<file path="src/rtl/reg_bank_relay_pkg.sv">
// reg_bank_pkg: shared types and helpers for the relay computer register bank.
//
// Contents:
//   settle_state_e          - strobe FSM states. HOLD is the terminal state of
//                             both paths: it means "written, wait for release"
//                             on the load path and DRIVE on the select path.
//   popcount / onehot_valid / onehot_multi / onehot_idx
//                           - strobe decode helpers. They take a MAX_REGS-wide
//                             vector, so callers zero-extend narrower strobes.
//   IDX_A..IDX_D            - default register indices (A,B,C,D).
package reg_bank_pkg;

    localparam int MAX_REGS = 32;

    localparam int IDX_A = 0;
    localparam int IDX_B = 1;
    localparam int IDX_C = 2;
    localparam int IDX_D = 3;

    typedef enum logic [1:0] {
        IDLE   = 2'd0,
        SETTLE = 2'd1,
        HOLD   = 2'd2
    } settle_state_e;

    function automatic int unsigned popcount(input logic [MAX_REGS-1:0] vec);
        int unsigned cnt;
        cnt = 0;
        for (int unsigned i = 0; i < MAX_REGS; i++) begin
            cnt += 32'(vec[i]);
        end
        return cnt;
    endfunction

    function automatic logic onehot_valid(input logic [MAX_REGS-1:0] vec);
        return popcount(vec) == 1;
    endfunction

    function automatic logic onehot_multi(input logic [MAX_REGS-1:0] vec);
        return popcount(vec) > 1;
    endfunction

    // Index of the set bit; only meaningful when onehot_valid(vec) is true.
    function automatic int unsigned onehot_idx(input logic [MAX_REGS-1:0] vec);
        int unsigned idx;
        idx = 0;
        for (int unsigned i = 0; i < MAX_REGS; i++) begin
            if (vec[i]) begin
                idx = i;
            end
        end
        return idx;
    endfunction

endpackage

</file>
<file path="src/rtl/reg_bank_relay_if.sv">
// reg_bank_relay_if: control-bus / data-bus / ALU / panel bundle of the
// register bank.
//
// Signals:
//   ld, sel      one-hot load / select strobes from the control bus
//   data_in      data bus value to load
//   data_out     selected register value (0 when data_oe=0)
//   data_oe      bank is driving the data bus
//   alu_b/alu_c  live ALU operand registers
//   led_ld/led_sel registered copies of the raw strobes for the LED panel
//   ld_busy      load settle in progress
//   err          registered flag for a multi-hot ld or sel
// Modports: master = control unit / bench side, slave = register bank.
interface reg_bank_relay_if #(
    parameter int WIDTH    = 8,
    parameter int NUM_REGS = 4
);
    logic [NUM_REGS-1:0] ld;
    logic [NUM_REGS-1:0] sel;
    logic [WIDTH-1:0]    data_in;
    logic [WIDTH-1:0]    data_out;
    logic                data_oe;
    logic [WIDTH-1:0]    alu_b;
    logic [WIDTH-1:0]    alu_c;
    logic [NUM_REGS-1:0] led_ld;
    logic [NUM_REGS-1:0] led_sel;
    logic                ld_busy;
    logic                err;

    modport master (
        output ld, sel, data_in,
        input  data_out, data_oe, alu_b, alu_c, led_ld, led_sel, ld_busy, err
    );

    modport slave (
        input  ld, sel, data_in,
        output data_out, data_oe, alu_b, alu_c, led_ld, led_sel, ld_busy, err
    );

endinterface

</file>
<file path="src/rtl/reg_bank_relay_settle.sv">
// relay_settle: strobe-stability FSM emulating relay pickup time.
//
// A one-hot strobe must stay unchanged for max(SETTLE_CYCLES,1) cycles,
// counting the cycle it is first seen, before fire_o pulses (the edge at the
// end of that cycle is the "pickup" edge). The FSM then sits in HOLD until
// the strobe changes or drops. A zero or multi-hot strobe aborts settling.
//
// Build option: RELAY_SETTLE_EN. When undefined the counter is compiled out
// and every legal strobe fires on the first edge it is seen (SETTLE_CYCLES=0).
//
// Ports:
//   clk_i, rst_i  clock, synchronous active-high reset
//   strb_i        raw strobe vector
//   fire_o        combinational: the latched target picks up on this edge
//   active_o      in HOLD (written / driving)
//   busy_o        in SETTLE
//   idx_o         target index (valid with fire_o and while active_o)
//   illegal_o     combinational: strobe is multi-hot this cycle
module relay_settle
    import reg_bank_pkg::*;
#(
    parameter int N             = 4,
    parameter int SETTLE_CYCLES = 3,
    parameter int IDX_W         = (N > 1) ? $clog2(N) : 1
) (
    input  logic             clk_i,
    input  logic             rst_i,
    input  logic [N-1:0]     strb_i,
    output logic             fire_o,
    output logic             active_o,
    output logic             busy_o,
    output logic [IDX_W-1:0] idx_o,
    output logic             illegal_o
);

`ifdef RELAY_SETTLE_EN
    localparam bit SETTLE_ON = (SETTLE_CYCLES > 1);
    localparam int CNT_W     = (SETTLE_CYCLES > 1) ? $clog2(SETTLE_CYCLES) : 1;
    logic [CNT_W-1:0] cnt_q, cnt_d;
`else
    // SETTLE_CYCLES is kept so both builds instantiate identically.
    localparam bit SETTLE_ON = 1'b0 && (SETTLE_CYCLES > 1);
`endif

    settle_state_e       state_q, state_d;
    logic [N-1:0]        strb_q, strb_d;
    logic [IDX_W-1:0]    idx_q, idx_d;
    logic [MAX_REGS-1:0] strb_ext;
    logic                legal;
    logic                fire;

    assign strb_ext  = MAX_REGS'(strb_i);
    assign legal     = onehot_valid(strb_ext);
    assign illegal_o = onehot_multi(strb_ext);

    always_comb begin
        state_d = state_q;
        strb_d  = strb_q;
        idx_d   = idx_q;
        fire    = 1'b0;
`ifdef RELAY_SETTLE_EN
        cnt_d   = cnt_q;
`endif
        unique case (state_q)
            IDLE: begin
                if (legal) begin
                    strb_d = strb_i;
                    idx_d  = IDX_W'(onehot_idx(strb_ext));
                    if (SETTLE_ON) begin
                        state_d = SETTLE;
`ifdef RELAY_SETTLE_EN
                        // The detection cycle already counts as one stable cycle.
                        cnt_d   = CNT_W'(1);
`endif
                    end else begin
                        fire    = 1'b1;
                        state_d = HOLD;
                    end
                end
            end
            SETTLE: begin
`ifdef RELAY_SETTLE_EN
                if (strb_i == strb_q) begin
                    if (cnt_q == CNT_W'(SETTLE_CYCLES - 1)) begin
                        fire    = 1'b1;
                        state_d = HOLD;
                    end else begin
                        cnt_d = cnt_q + CNT_W'(1);
                    end
                end else if (legal) begin
                    // Different target: restart settling from its first cycle.
                    strb_d = strb_i;
                    idx_d  = IDX_W'(onehot_idx(strb_ext));
                    cnt_d  = CNT_W'(1);
                end else begin
                    state_d = IDLE;
                end
`else
                state_d = IDLE;
`endif
            end
            HOLD: begin
                if (strb_i != strb_q) begin
                    state_d = IDLE;
                end
            end
            default: state_d = IDLE;
        endcase
    end

    always_ff @(posedge clk_i) begin
        if (rst_i) begin
            state_q <= IDLE;
            strb_q  <= '0;
            idx_q   <= '0;
`ifdef RELAY_SETTLE_EN
            cnt_q   <= '0;
`endif
        end else begin
            state_q <= state_d;
            strb_q  <= strb_d;
            idx_q   <= idx_d;
`ifdef RELAY_SETTLE_EN
            cnt_q   <= cnt_d;
`endif
        end
    end

    // idx_d equals idx_q except on the IDLE fire edge, so it serves both the
    // write port (with fire_o) and the read mux (while active_o).
    assign fire_o   = fire;
    assign idx_o    = idx_d;
    assign active_o = (state_q == HOLD);
`ifdef RELAY_SETTLE_EN
    assign busy_o   = (state_q == SETTLE);
`else
    assign busy_o   = 1'b0;
`endif

endmodule

</file>
<file path="src/rtl/reg_bank_relay.sv">
// reg_bank_relay: NUM_REGS x WIDTH general-purpose register bank of the relay
// computer register unit.
//
// Each register is loaded by a one-hot ld strobe and read onto the data bus
// by a one-hot sel strobe; both strobes pass through a relay_settle FSM that
// emulates relay pickup time. Registers ALU_B_IDX / ALU_C_IDX feed the ALU
// continuously, and the raw strobes are mirrored to the LED panel.
//
// Build option: RELAY_SETTLE_EN (see relay_settle). Undefined = no settle
// delay, ld_busy tied low.
//
// Ports:
//   clock   system clock, all state on rising edge
//   reset   synchronous, active-high; clears registers, FSMs and outputs
//   bus     reg_bank_relay_if.slave: ld, sel, data_in in; data_out, data_oe,
//           alu_b, alu_c, led_ld, led_sel, ld_busy, err out
module reg_bank_relay
    import reg_bank_pkg::*;
#(
    parameter int WIDTH         = 8,
    parameter int NUM_REGS      = 4,
    parameter int SETTLE_CYCLES = 3,
    parameter int ALU_B_IDX     = IDX_B,
    parameter int ALU_C_IDX     = IDX_C
) (
    input  logic              clock,
    input  logic              reset,
    reg_bank_relay_if.slave   bus
);

    localparam int IDX_W = (NUM_REGS > 1) ? $clog2(NUM_REGS) : 1;

    logic [WIDTH-1:0]    regs_q [NUM_REGS];
    logic [NUM_REGS-1:0] led_ld_q;
    logic [NUM_REGS-1:0] led_sel_q;
    logic                err_q;

    logic             ld_fire, ld_active, ld_busy, ld_illegal;
    logic [IDX_W-1:0] ld_idx;
    logic             sel_fire, sel_active, sel_busy, sel_illegal;
    logic [IDX_W-1:0] sel_idx;

    relay_settle #(
        .N             (NUM_REGS),
        .SETTLE_CYCLES (SETTLE_CYCLES),
        .IDX_W         (IDX_W)
    ) u_ld_settle (
        .clk_i     (clock),
        .rst_i     (reset),
        .strb_i    (bus.ld),
        .fire_o    (ld_fire),
        .active_o  (ld_active),
        .busy_o    (ld_busy),
        .idx_o     (ld_idx),
        .illegal_o (ld_illegal)
    );

    relay_settle #(
        .N             (NUM_REGS),
        .SETTLE_CYCLES (SETTLE_CYCLES),
        .IDX_W         (IDX_W)
    ) u_sel_settle (
        .clk_i     (clock),
        .rst_i     (reset),
        .strb_i    (bus.sel),
        .fire_o    (sel_fire),
        .active_o  (sel_active),
        .busy_o    (sel_busy),
        .idx_o     (sel_idx),
        .illegal_o (sel_illegal)
    );

    // Path flags that this bank has no use for.
    logic unused_path_flags;
    assign unused_path_flags = ld_active ^ sel_fire ^ sel_busy;

    always_ff @(posedge clock) begin
        if (reset) begin
            for (int i = 0; i < NUM_REGS; i++) begin
                regs_q[i] <= '0;
            end
            led_ld_q  <= '0;
            led_sel_q <= '0;
            err_q     <= 1'b0;
        end else begin
            if (ld_fire) begin
                regs_q[ld_idx] <= bus.data_in;
            end
            led_ld_q  <= bus.ld;
            led_sel_q <= bus.sel;
            // One flag for both paths, so simultaneous illegal ld and sel
            // still give a single pulse.
            err_q     <= ld_illegal | sel_illegal;
        end
    end

    // Read side is combinational from the registers, so a same-cycle load
    // shows up on data_out from the cycle after its write edge.
    assign bus.data_oe  = sel_active;
    assign bus.data_out = sel_active ? regs_q[sel_idx] : '0;
    assign bus.alu_b    = regs_q[ALU_B_IDX];
    assign bus.alu_c    = regs_q[ALU_C_IDX];
    assign bus.led_ld   = led_ld_q;
    assign bus.led_sel  = led_sel_q;
    assign bus.ld_busy  = ld_busy;
    assign bus.err      = err_q;

endmodule

</file>
<file path="src/flat_wrapper.sv">
// flat-port wrapper written by rule: the top's interface ports become plain ports
module reg_bank_relay_flat import reg_bank_pkg::*;
#(
    parameter int WIDTH         = 8,
    parameter int NUM_REGS      = 4,
    parameter int SETTLE_CYCLES = 3,
    parameter int ALU_B_IDX     = IDX_B,
    parameter int ALU_C_IDX     = IDX_C
)
  (clock, reset, bus_ld, bus_sel, bus_data_in, bus_data_out, bus_data_oe, bus_alu_b, bus_alu_c, bus_led_ld, bus_led_sel, bus_ld_busy, bus_err);
  reg_bank_relay_if #(.WIDTH(WIDTH), .NUM_REGS(NUM_REGS)) bus_i ();
  input  logic clock;
  input  logic reset;
  input wire logic [$bits(bus_i.ld)-1:0] bus_ld;
  input wire logic [$bits(bus_i.sel)-1:0] bus_sel;
  input wire logic [$bits(bus_i.data_in)-1:0] bus_data_in;
  output wire logic [$bits(bus_i.data_out)-1:0] bus_data_out;
  output wire logic [$bits(bus_i.data_oe)-1:0] bus_data_oe;
  output wire logic [$bits(bus_i.alu_b)-1:0] bus_alu_b;
  output wire logic [$bits(bus_i.alu_c)-1:0] bus_alu_c;
  output wire logic [$bits(bus_i.led_ld)-1:0] bus_led_ld;
  output wire logic [$bits(bus_i.led_sel)-1:0] bus_led_sel;
  output wire logic [$bits(bus_i.ld_busy)-1:0] bus_ld_busy;
  output wire logic [$bits(bus_i.err)-1:0] bus_err;
  assign bus_i.ld = bus_ld;
  assign bus_i.sel = bus_sel;
  assign bus_i.data_in = bus_data_in;
  assign bus_data_out = bus_i.data_out;
  assign bus_data_oe = bus_i.data_oe;
  assign bus_alu_b = bus_i.alu_b;
  assign bus_alu_c = bus_i.alu_c;
  assign bus_led_ld = bus_i.led_ld;
  assign bus_led_sel = bus_i.led_sel;
  assign bus_ld_busy = bus_i.ld_busy;
  assign bus_err = bus_i.err;
  reg_bank_relay #(.WIDTH(WIDTH), .NUM_REGS(NUM_REGS), .SETTLE_CYCLES(SETTLE_CYCLES), .ALU_B_IDX(ALU_B_IDX), .ALU_C_IDX(ALU_C_IDX)) u_core (.clock(clock), .reset(reset), .bus(bus_i));
endmodule
</file>
<file path="config.mk">
export PLATFORM = sky130hd
export DESIGN_NAME = reg_bank_relay_flat
export DESIGN_NICKNAME = d
export VERILOG_FILES = /design/src/rtl/reg_bank_relay_pkg.sv /design/src/rtl/reg_bank_relay_if.sv /design/src/rtl/reg_bank_relay_settle.sv /design/src/rtl/reg_bank_relay.sv /design/src/flat_wrapper.sv
export SDC_FILE = /design/constraint.sdc
export NUM_CORES = 1
export LEC_CHECK = 0
export BUFFER_PORTS_ARGS = -buffer_cell sky130_fd_sc_hd__buf_2
export CAP_MARGIN = 5
export CORE_ASPECT_RATIO = 0.7
export CORE_MARGIN = 1.5
export CORE_UTILIZATION = 45
export CTS_CLUSTER_DIAMETER = 80
export DETAILED_ROUTE_END_ITERATION = 7
export HOLD_SLACK_MARGIN = 0.1
export PLACE_DENSITY = 0.68
export SLEW_MARGIN = 15
export SYNTH_ARGS = -nofsm -noshare
export SYNTH_HDL_FRONTEND = slang
export SYNTH_SLANG_ARGS = --single-unit
</file>
<file path="constraint.sdc">
create_clock -name clock -period 5.1 [get_ports clock]
set_clock_uncertainty 0.2 [all_clocks]
set_input_delay 1.275 -clock clock [delete_from_list [all_inputs] [get_ports clock]]
set_output_delay 1.275 -clock clock [all_outputs]
set_load 0.005 [all_outputs]
</file>
# Word-level counts from Yosys, hierarchy flattened
# Memories as Yosys holds them, arrays and structs flattened.
# Cells that the tools add are included.
# totals
regBits,25
elab_cells,63
memories,1
ramBits,32
out_inout_bits,35
input_bits,18
# memory_table
name,depth,word_bits,read_ports,rd_ports_with_merged_regs,write_ports,line_no,source
u_core.regs_q,4,8,3,0,4,reg_bank_relay.sv:33,logic [WIDTH-1:0] regs_q [NUM_REGS];
# classes
add_sub_neg,6
mux,27
n_reduce_logical,7
n_lt_le_gt_ge,2
eq_ne,10
bitwise_logic,1
# op_table
op,n
32-bit by 1-bit equality test with 1-bit output (second input constant),2
2-bit 2-to-1 mux,13
8-bit 2-to-1 mux,2
1-bit 2-to-1 mux,10
3-bit by 1-bit adder with 4-bit output,2
4-bit by 1-bit > comparator with 1-bit output (second input constant),2
2-bit != test (second input constant),4
4-bit != test,2
2-bit one-hot mux with 2 select lines,2
2-bit AND reduction,4
8-bit OR reduction,1
2-bit by 1-bit adder with 3-bit output,2
1-bit by 1-bit adder with 2-bit output,2
2-bit equality test (second input constant),2
2-bit zero test,2
1-bit bitwise OR,1

# Depth between registers and ports, before layout
# Gate-level depths: netlist of the first run.
# depth
ltp_word,11
depth_mapped,11
ltp_nobuf,9

# Modules after synthesis
# A second synthesis of the first run with hierarchy kept.
# hier_totals
hier_cells,210
hier_area_um2,2596.2
# modules_own_cells
module,instances,seq_area_each_um2,cells_per_inst,area_per_inst_um2
reg_bank_relay,1,1141.1,122,1750.4
relay_settle,2,140.1,44,422.9

# Least setup slack after synthesis of the first run
# OpenSTA, ideal clock, no wires.
# synth_timing
kind,input -> output
start,input bus_sel[0]
end,output bus_data_out[3]
path_stages,10
arrival_ns,3.385
n_path_buf,2
path_slack_ns,0.240
required_ns,3.625
path_cell_list,inv_1 > fa_1 > inv_1 > ha_1 > ha_1 > nor4b_1 > buf_2 > nor2_1 > buf_2 > o31ai_1
# synth_between
elab_chain_cells,8
# synth_lines
item,line_no,source
start: declaration,flat_wrapper.sv:15,input wire logic [$bits(bus_i.sel)-1:0] bus_sel;
1-bit by 1-bit adder with 2-bit output,reg_bank_relay_pkg.sv:30,cnt += 32'(vec[i]);
2-bit by 1-bit adder with 3-bit output,reg_bank_relay_pkg.sv:30,
3-bit by 1-bit adder with 4-bit output,reg_bank_relay_pkg.sv:30,
32-bit by 1-bit equality test with 1-bit output,reg_bank_relay_pkg.sv:36,return popcount(vec) == 1;
2-bit 2-to-1 mux,reg_bank_relay_settle.sv:66,if (legal) begin
2-bit 2-to-1 mux,reg_bank_relay_settle.sv:64,unique case (state_q)
memory read 4 x 8 bit,n/a,
8-bit 2-to-1 mux,reg_bank_relay.sv:100,assign bus.data_out = sel_active ? regs_q[sel_idx] : '0;
end: declaration,flat_wrapper.sv:17,output wire logic [$bits(bus_i.data_out)-1:0] bus_data_out;
# No other way between the ends.

# Worst setup path after layout of the first run
# layout_timing
start,input bus_sel[0]
end,output bus_data_out[5]
# The elaborated chain is that of the path after synthesis.

==> impl_metrics.py, run 1 <==
metrics = {
    "status": {
        "status": "finished, final reports clean",
    },
    "synth": {
        "ys_ff_latch": 53,
        "synthAdderAreaFrac": 0.0414,
        "yosysWarnings": 0,
        "synth-xor-area-share": 0.0283,
        "synthSimpleGateAreaFrac": 0.197,
        "synthMuxAreaShare": 0.0848,
        "synthArstFlopShare": 0,
        "synth.area.top_cells": "edfxtp_1, dfxtp_1, and2_1",
        "synth_cell_types": 36,
        "synth_cells": 209,
        "syn-num-nets": 234,
        "yosysSeqAreaShare": 0.557,
        "synth_top_family_by_area": "simple AND/OR/NAND/NOR gates",
        "netlist_area_um2": 2480,
        "synth_ff_type": "edfxtp_1",
        "synth-edff-count": 32,
        "yosys.area.top_type": "edfxtp_1",
        "synth.avg_cell_area_um2": 11.9,
        "synth_compound_gate_area_share": 0.0494,
        "yosysTopAreaCellShare": 0.387,
    },
    "layout": {
        "multi_input_area_um2": 1020,
        "antenna_cells": 0,
        "drive_gt1_frac": 0.307,
        "finalInstanceArea_um2": 2950,
        "final_common_cell": "buf_2",
        "layout_common_cells": "buf_2, and2_1, edfxtp_1, dfxtp_1, nor2_1",
        "nFillCells": 498,
        "nets": 288,
        "area_growth_pct": 19.0,
        "seq_area_um2": 1380,
    },
    "run": {
        "drv_cap": 0,
    },
    "clock_tree": {
        "cts.clk_slew.worst_paths_ns": 0.08,
        "cts-htree-levels": 2,
        "cts_hold_buf": 0,
        "postCtsSetupBuffers": 0,
        "cts_buffers": 5,
        "clock_latency_ns": 0.31,
        "cts_tree": "built",
        "root_buffer": "clkbuf_8",
        "clockBufferDepth": 2,
        "clock-sinks": 53,
    },
    "drt": {
        "dr.pass1.iters": 4,
        "via_per_inst": 4.93,
        "drc": 0,
        "post_drt_wl_per_cell_um": 14.5,
        "postRouteWirelength_um": 4860,
        "vias": 1658,
        "first_iter_violations": 41,
        "drt.antenna.violating_nets": 0,
    },
    "sta": {
        "max_freq_mhz": 204,
        "setup_viol": 0,
        "hold_slack_ns": 0.281,
        "finalCriticalPeriod_ns": 4.89,
        "period_share": 0.960,
        "tns_ns": 0,
        "rsz0062_at_grt": "false",
        "finalHoldViolCount": 0,
        "maxSlewViolCount": 0,
        "slew_headroom": 0.366,
        "tightest_slew_ns": 0.950,
    },
    "setup_path": {
        "critPathMaxFanout": 17,
        "critPathKind": "primary input to primary output",
        "endpoint_kind": "primary output",
        "cp-start-kind": "primary input",
        "worstPathArrival_ns": 3.42,
        "required_ns": 3.62,
    },
    "power": {
        "p_leak_nw": 1.27,
        "p_per_area_nw_per_um2": 326,
        "irDropWorstVdd_v": 0.000139,
    },
    "global_route": {
        "overflow": 0,
        "grt_start_max_net_pins": 29,
        "grt_pass1_vias": 1601,
        "grt_pass1_wl_um": 8160,
        "grt_usage": 0.183,
        "grt_antenna_before_repair": 0,
    },
    "min_path": {
        "min_path_type": "register to register",
    },
    "placement": {
        "gp_congestion": 0.784,
        "portBuffers": 51,
        "dpl.hpwl_um": 3410,
        "placed_cell_area_um2": 2820,
    },
    "floorplan": {
        "start_util": 0.469,
        "ios": 53,
        "rows": 22,
        "die_w_um": 91.7,
        "die_h_um": 65.1,
        "dieArea_um2": 5970,
        "core_um2": 5290,
    },
}
==> cell usage after synthesis (3+ instances only) <==
| library cell | number |
|---|---|
| edfxtp_1 | 32 |
| nor2b_1 | 3 |
| nand2_1 | 8 |
| a21oi_1 | 5 |
| buf_2 | 3 |
| ha_1 | 5 |
| dfxtp_1 | 21 |
| inv_1 | 11 |
| and2_1 | 32 |
| mux2i_1 | 12 |
| nor2_1 | 16 |
| nand3_1 | 8 |
| mux2_2 | 8 |
| o31ai_1 | 8 |
| xor2_1 | 6 |
| clkbuf_1 | 4 |
==> kinds of logic (layout without fill, tap and decap cells) <==
group	count (synthesis)	after routing
flops	53	53
fa+ha+maj	7	7
buf+inv	22	77
other cells	1	1
simple gates	80	80
mux	20	20
xor+xnor	8	8
compound gates	18	18
==> per-layer routing <==
layer,vias up,track usage,share of wire
met3,6,0.0463,0.050
li1,827,-,-
met2,36,0.285,0.45
met5,-,0,0
met4,0,0.0558,0.012
met1,789,0.254,0.48
==> critical path, cell delays in order <==
cell and delay [ns]:
buf_2 0.09, inv_1 0.06, fa_1 0.53, inv_1 0.04, ha_1 0.18, ha_1 0.32
nor4b_4 0.35, nor2_4 0.15, o31ai_1 0.26, buf_2 0.16
==> registers in the layout (all words and copies together) (netlist names) <==
name / count
u_core.regs_q: 32
u_core.bus.led_ld: 4
u_core.bus.led_sel: 4
u_core.u_ld_settle.strb_q: 4
u_core.u_sel_settle.strb_q: 4
u_core.u_sel_settle.idx_q: 2
u_core.bus.err: 1
u_core.u_ld_settle.state_q: 1
u_core.u_sel_settle.state_q: 1
==> through the flow <==
stage          power (mW)  worst slack (ns)  instances   util
2_1_floorplan       0.627             0.240        209      -
4_1_cts             0.966            0.0627        336  0.556
6_report            0.961             0.206        336  0.558
3_3_place_gp        0.682            -0.169        328  0.534
3_5_place_dp        0.686            -0.273        328  0.534
5_1_grt              1.02            0.0548        336  0.558
==> power breakdown <==
part	switching (mW)	total (mW)	internal (mW)	leakage, nW
Sequential	0.0276	0.515	0.487	0.500
Combinational	0.0904	0.166	0.0754	0.711
Clock	0.133	0.281	0.147	0.0554
Total	0.251	0.961	0.710	1.27
==> layout make-up <==
| type | instances | share of cell area |
|---|---|---|
| sequential | 53 | 0.468 |
| multi-input combinational | 134 | 0.345 |
| timing repair buffer | 58 | 0.104 |
| tap | 72 | 0.0305 |
| clock buffer | 6 | 0.0246 |
| inverter | 11 | 0.0140 |
| clock inverter | 2 | 0.0131 |
==> repair_timing <==
| action | in CTS | in global routing |
|---|---|---|
| pin swaps | 0 | 0 |
| gates resized for setup | 1 | 2 |
| setup endpoints to repair | 8 | 8 |
==> path summary, 6_finish.rpt <==
check / endpoint / depth (start not counted) / start / slack [ns]
worst max register to register: u_core.regs_q[1][7] / 4 / u_core.u_ld_settle.state_q[1] / 2.81
worst max-delay path: bus_data_out[5] / 10 / bus_sel[0] / 0.21
worst min register to register: u_core.u_ld_settle.strb_q[2] / 2 / u_core.u_ld_settle.strb_q[2] / 0.28
worst min-delay path: u_core.u_ld_settle.strb_q[2] / 2 / u_core.u_ld_settle.strb_q[2] / 0.28
No activity file was read; power rests on OpenSTA's default activity.
==> run 2, diff against run 1 <==
Settings changed: CORE_ASPECT_RATIO 0.7 to not set.
==> run 2 against run 1 <==
Sequential power about the same. Global-route usage down 1.7 points. First-iteration DRC count up 140%. Combinational power about the same. Fmax down 0.15%. Critical path type unchanged. Via count down 1.0%.
==> impl_metrics.py, run 2 (synthesis results as in run 1) <==
metrics = {
    "global_route": {
        "grt_antenna_before_repair": 0,
        "grt_pass1_vias": 1586,
        "grt_start_max_net_pins": 29,
        "use_met3": 0.0381,
        "grt_pass1_wl_um": 7620,
        "grt_util_met1": 0.205,
        "grt_usage": 0.166,
        "overflow": 0,
        "busiest_layer": "met2",
        "met2_usage": 0.288,
    },
    "clock_tree": {
        "cts_tree": "built",
        "cts-htree-levels": 2,
        "cts_hold_buf": 0,
        "clockBufferDepth": 2,
        "cts.clk_slew.worst_paths_ns": 0.10,
        "clock-sinks": 53,
        "clock_latency_ns": 0.31,
        "root_buffer": "clkbuf_8",
        "cts_buffers": 5,
        "postCtsSetupBuffers": 0,
    },
    "sta": {
        "slew_headroom": 0.442,
        "finalCriticalPeriod_ns": 4.90,
        "setup_viol": 0,
        "tightest_slew_ns": 0.836,
        "period_share": 0.961,
        "setup_ws_ns": 0.199,
        "rsz0062_at_grt": "false",
        "maxSlewViolCount": 0,
        "max_freq_mhz": 204,
        "finalHoldViolCount": 0,
    },
    "placement": {
        "dpl.hpwl_um": 3360,
        "dp.cells": 325,
        "gp_congestion": 0.733,
        "portBuffers": 51,
        "pre_cts_slack_ns": -0.230,
    },
    "layout": {
        "seq_area_um2": 1380,
        "nFillCells": 477,
        "antenna_cells": 0,
        "largest_register_ff_count": 32,
        "area_growth_pct": 18.0,
        "drive_gt1_frac": 0.308,
        "nets": 287,
        "multi_input_area_um2": 1020,
        "layout_common_cells": "buf_2, and2_1, edfxtp_1, dfxtp_1, nor2_1",
        "fin_cells": 333,
        "final_common_cell": "buf_2",
        "largest_register": "u_core.regs_q",
    },
    "setup_path": {
        "cp-start-kind": "primary input",
        "cp_cell_sequence": "buf_2 > inv_1 > fa_1 > inv_1 > ha_1 > ha_1 > nor4b_4 > nor2_4 > o31ai_1 > buf_2",
        "slowest_stage": "fa_1",
        "max_stage_delay_ns": 0.53,
        "critPathMaxFanout": 17,
        "worstPathArrival_ns": 3.43,
        "endpoint_kind": "primary output",
        "critPathKind": "primary input to primary output",
        "required_ns": 3.62,
    },
    "run": {
        "drv_cap": 0,
    },
    "floorplan": {
        "ios": 53,
        "die_h_um": 77.2,
        "core_um2": 5200,
        "start_util": 0.476,
        "die_w_um": 77.2,
        "dieArea_um2": 5970,
        "rows": 26,
    },
    "power": {
        "power.switching_mw": 0.262,
        "swShare": 0.283,
        "pwr-share-clk": 0.268,
        "p_leak_nw": 1.25,
        "p_per_area_nw_per_um2": 316,
        "comb_power_share": 0.178,
        "power.internal_mw": 0.663,
        "irDropWorstVdd_v": 0.000195,
        "p_seq_frac": 0.554,
    },
    "drt": {
        "post_drt_wl_per_cell_um": 13.8,
        "via_per_inst": 4.93,
        "dr.pass1.iters": 4,
        "first_iter_violations": 98,
        "vias": 1641,
        "postRouteWirelength_um": 4600,
        "drt.antenna.violating_nets": 0,
        "drc": 0,
    },
    "status": {
        "status": "finished, final reports clean",
    },
    "min_path": {
        "min_path_type": "register to register",
    },
}
[run 2: cell types whose count changed in the layout (fill, tap and decap cells not counted)]
cell and delta:
clkinvlp_4 +2, buf_4 -1, bufinv_16 -1, clkbuf_1 -1
clkinv_4 -1, inv_8 +1
[run 2: routing by layer]
| metal | vias to the layer above | routed length (µm) |
|---|---|---|
| met5 | - | 0 |
| met4 | 0 | 57 |
| met3 | 7 | 171 |
| met2 | 33 | 2410 |
| met1 | 778 | 1960 |
| li1 | 823 | - |
[run 2: final cells by class]
cell class | count | share of cell area
Sequential cell | 53 | 0.472
Tap cell | 70 | 0.0299
Multi-Input combinational cell | 134 | 0.349
Clock buffer | 5 | 0.0235
Inverter | 11 | 0.0141
Timing Repair Buffer | 57 | 0.103
Clock inverter | 3 | 0.00898
[run 2: final timing paths]
path | startpoint | to | slack [ns] | cells past startpoint
worst max-delay path | bus_sel[0] | bus_data_out[4] | 0.20 | 10
worst min-delay path | u_core.u_ld_settle.strb_q[3] | u_core.u_ld_settle.strb_q[3] | 0.27 | 2
worst max register to register | u_core.u_ld_settle.state_q[1] | u_core.regs_q[1][4] | 2.66 | 4
worst min register to register | u_core.u_ld_settle.strb_q[3] | u_core.u_ld_settle.strb_q[3] | 0.27 | 2
[run 2: critical path: cells and delay by family]
kind,cells,cell delay (ns)
AOI/OAI and AO/OA,1,0.27
buffers and inverters,4,0.35
and+or+nand+nor,2,0.50
adders and majority gates,3,1.03
[run 2: power by group through the flow]
stage                     Clock, mW  Sequential [mW]  Combinational [mW]
after global placement            0            0.521               0.158
after global routing          0.272            0.518               0.184
after floorplan                   0            0.509               0.118
after CTS                     0.252            0.512               0.162
after detailed placement          0            0.522               0.161
final                         0.248            0.512               0.164
[run 2: timing repair]
action,in CTS,in global routing
pin swaps,0,0
endpoints found under the setup margin,8,8
gates resized for setup,1,2
[run 2: per-stage QoR]
| stage | total power, mW | cell area, µm² | utilization | hold WS [ns] | TNS [ns] |
|---|---|---|---|---|---|
| final | 0.925 | 2930 | 0.562 | 0.273 | 0 |
| after global placement | 0.680 | 2810 | 0.541 | 0.256 | -1.38 |
| after floorplan | 0.627 | 2480 | - | 0.248 | 0 |
| after detailed placement | 0.683 | 2810 | 0.541 | 0.262 | -1.54 |
| after CTS | 0.926 | 2910 | 0.559 | 0.276 | 0 |
| after global routing | 0.974 | 2930 | 0.562 | 0.301 | 0 |
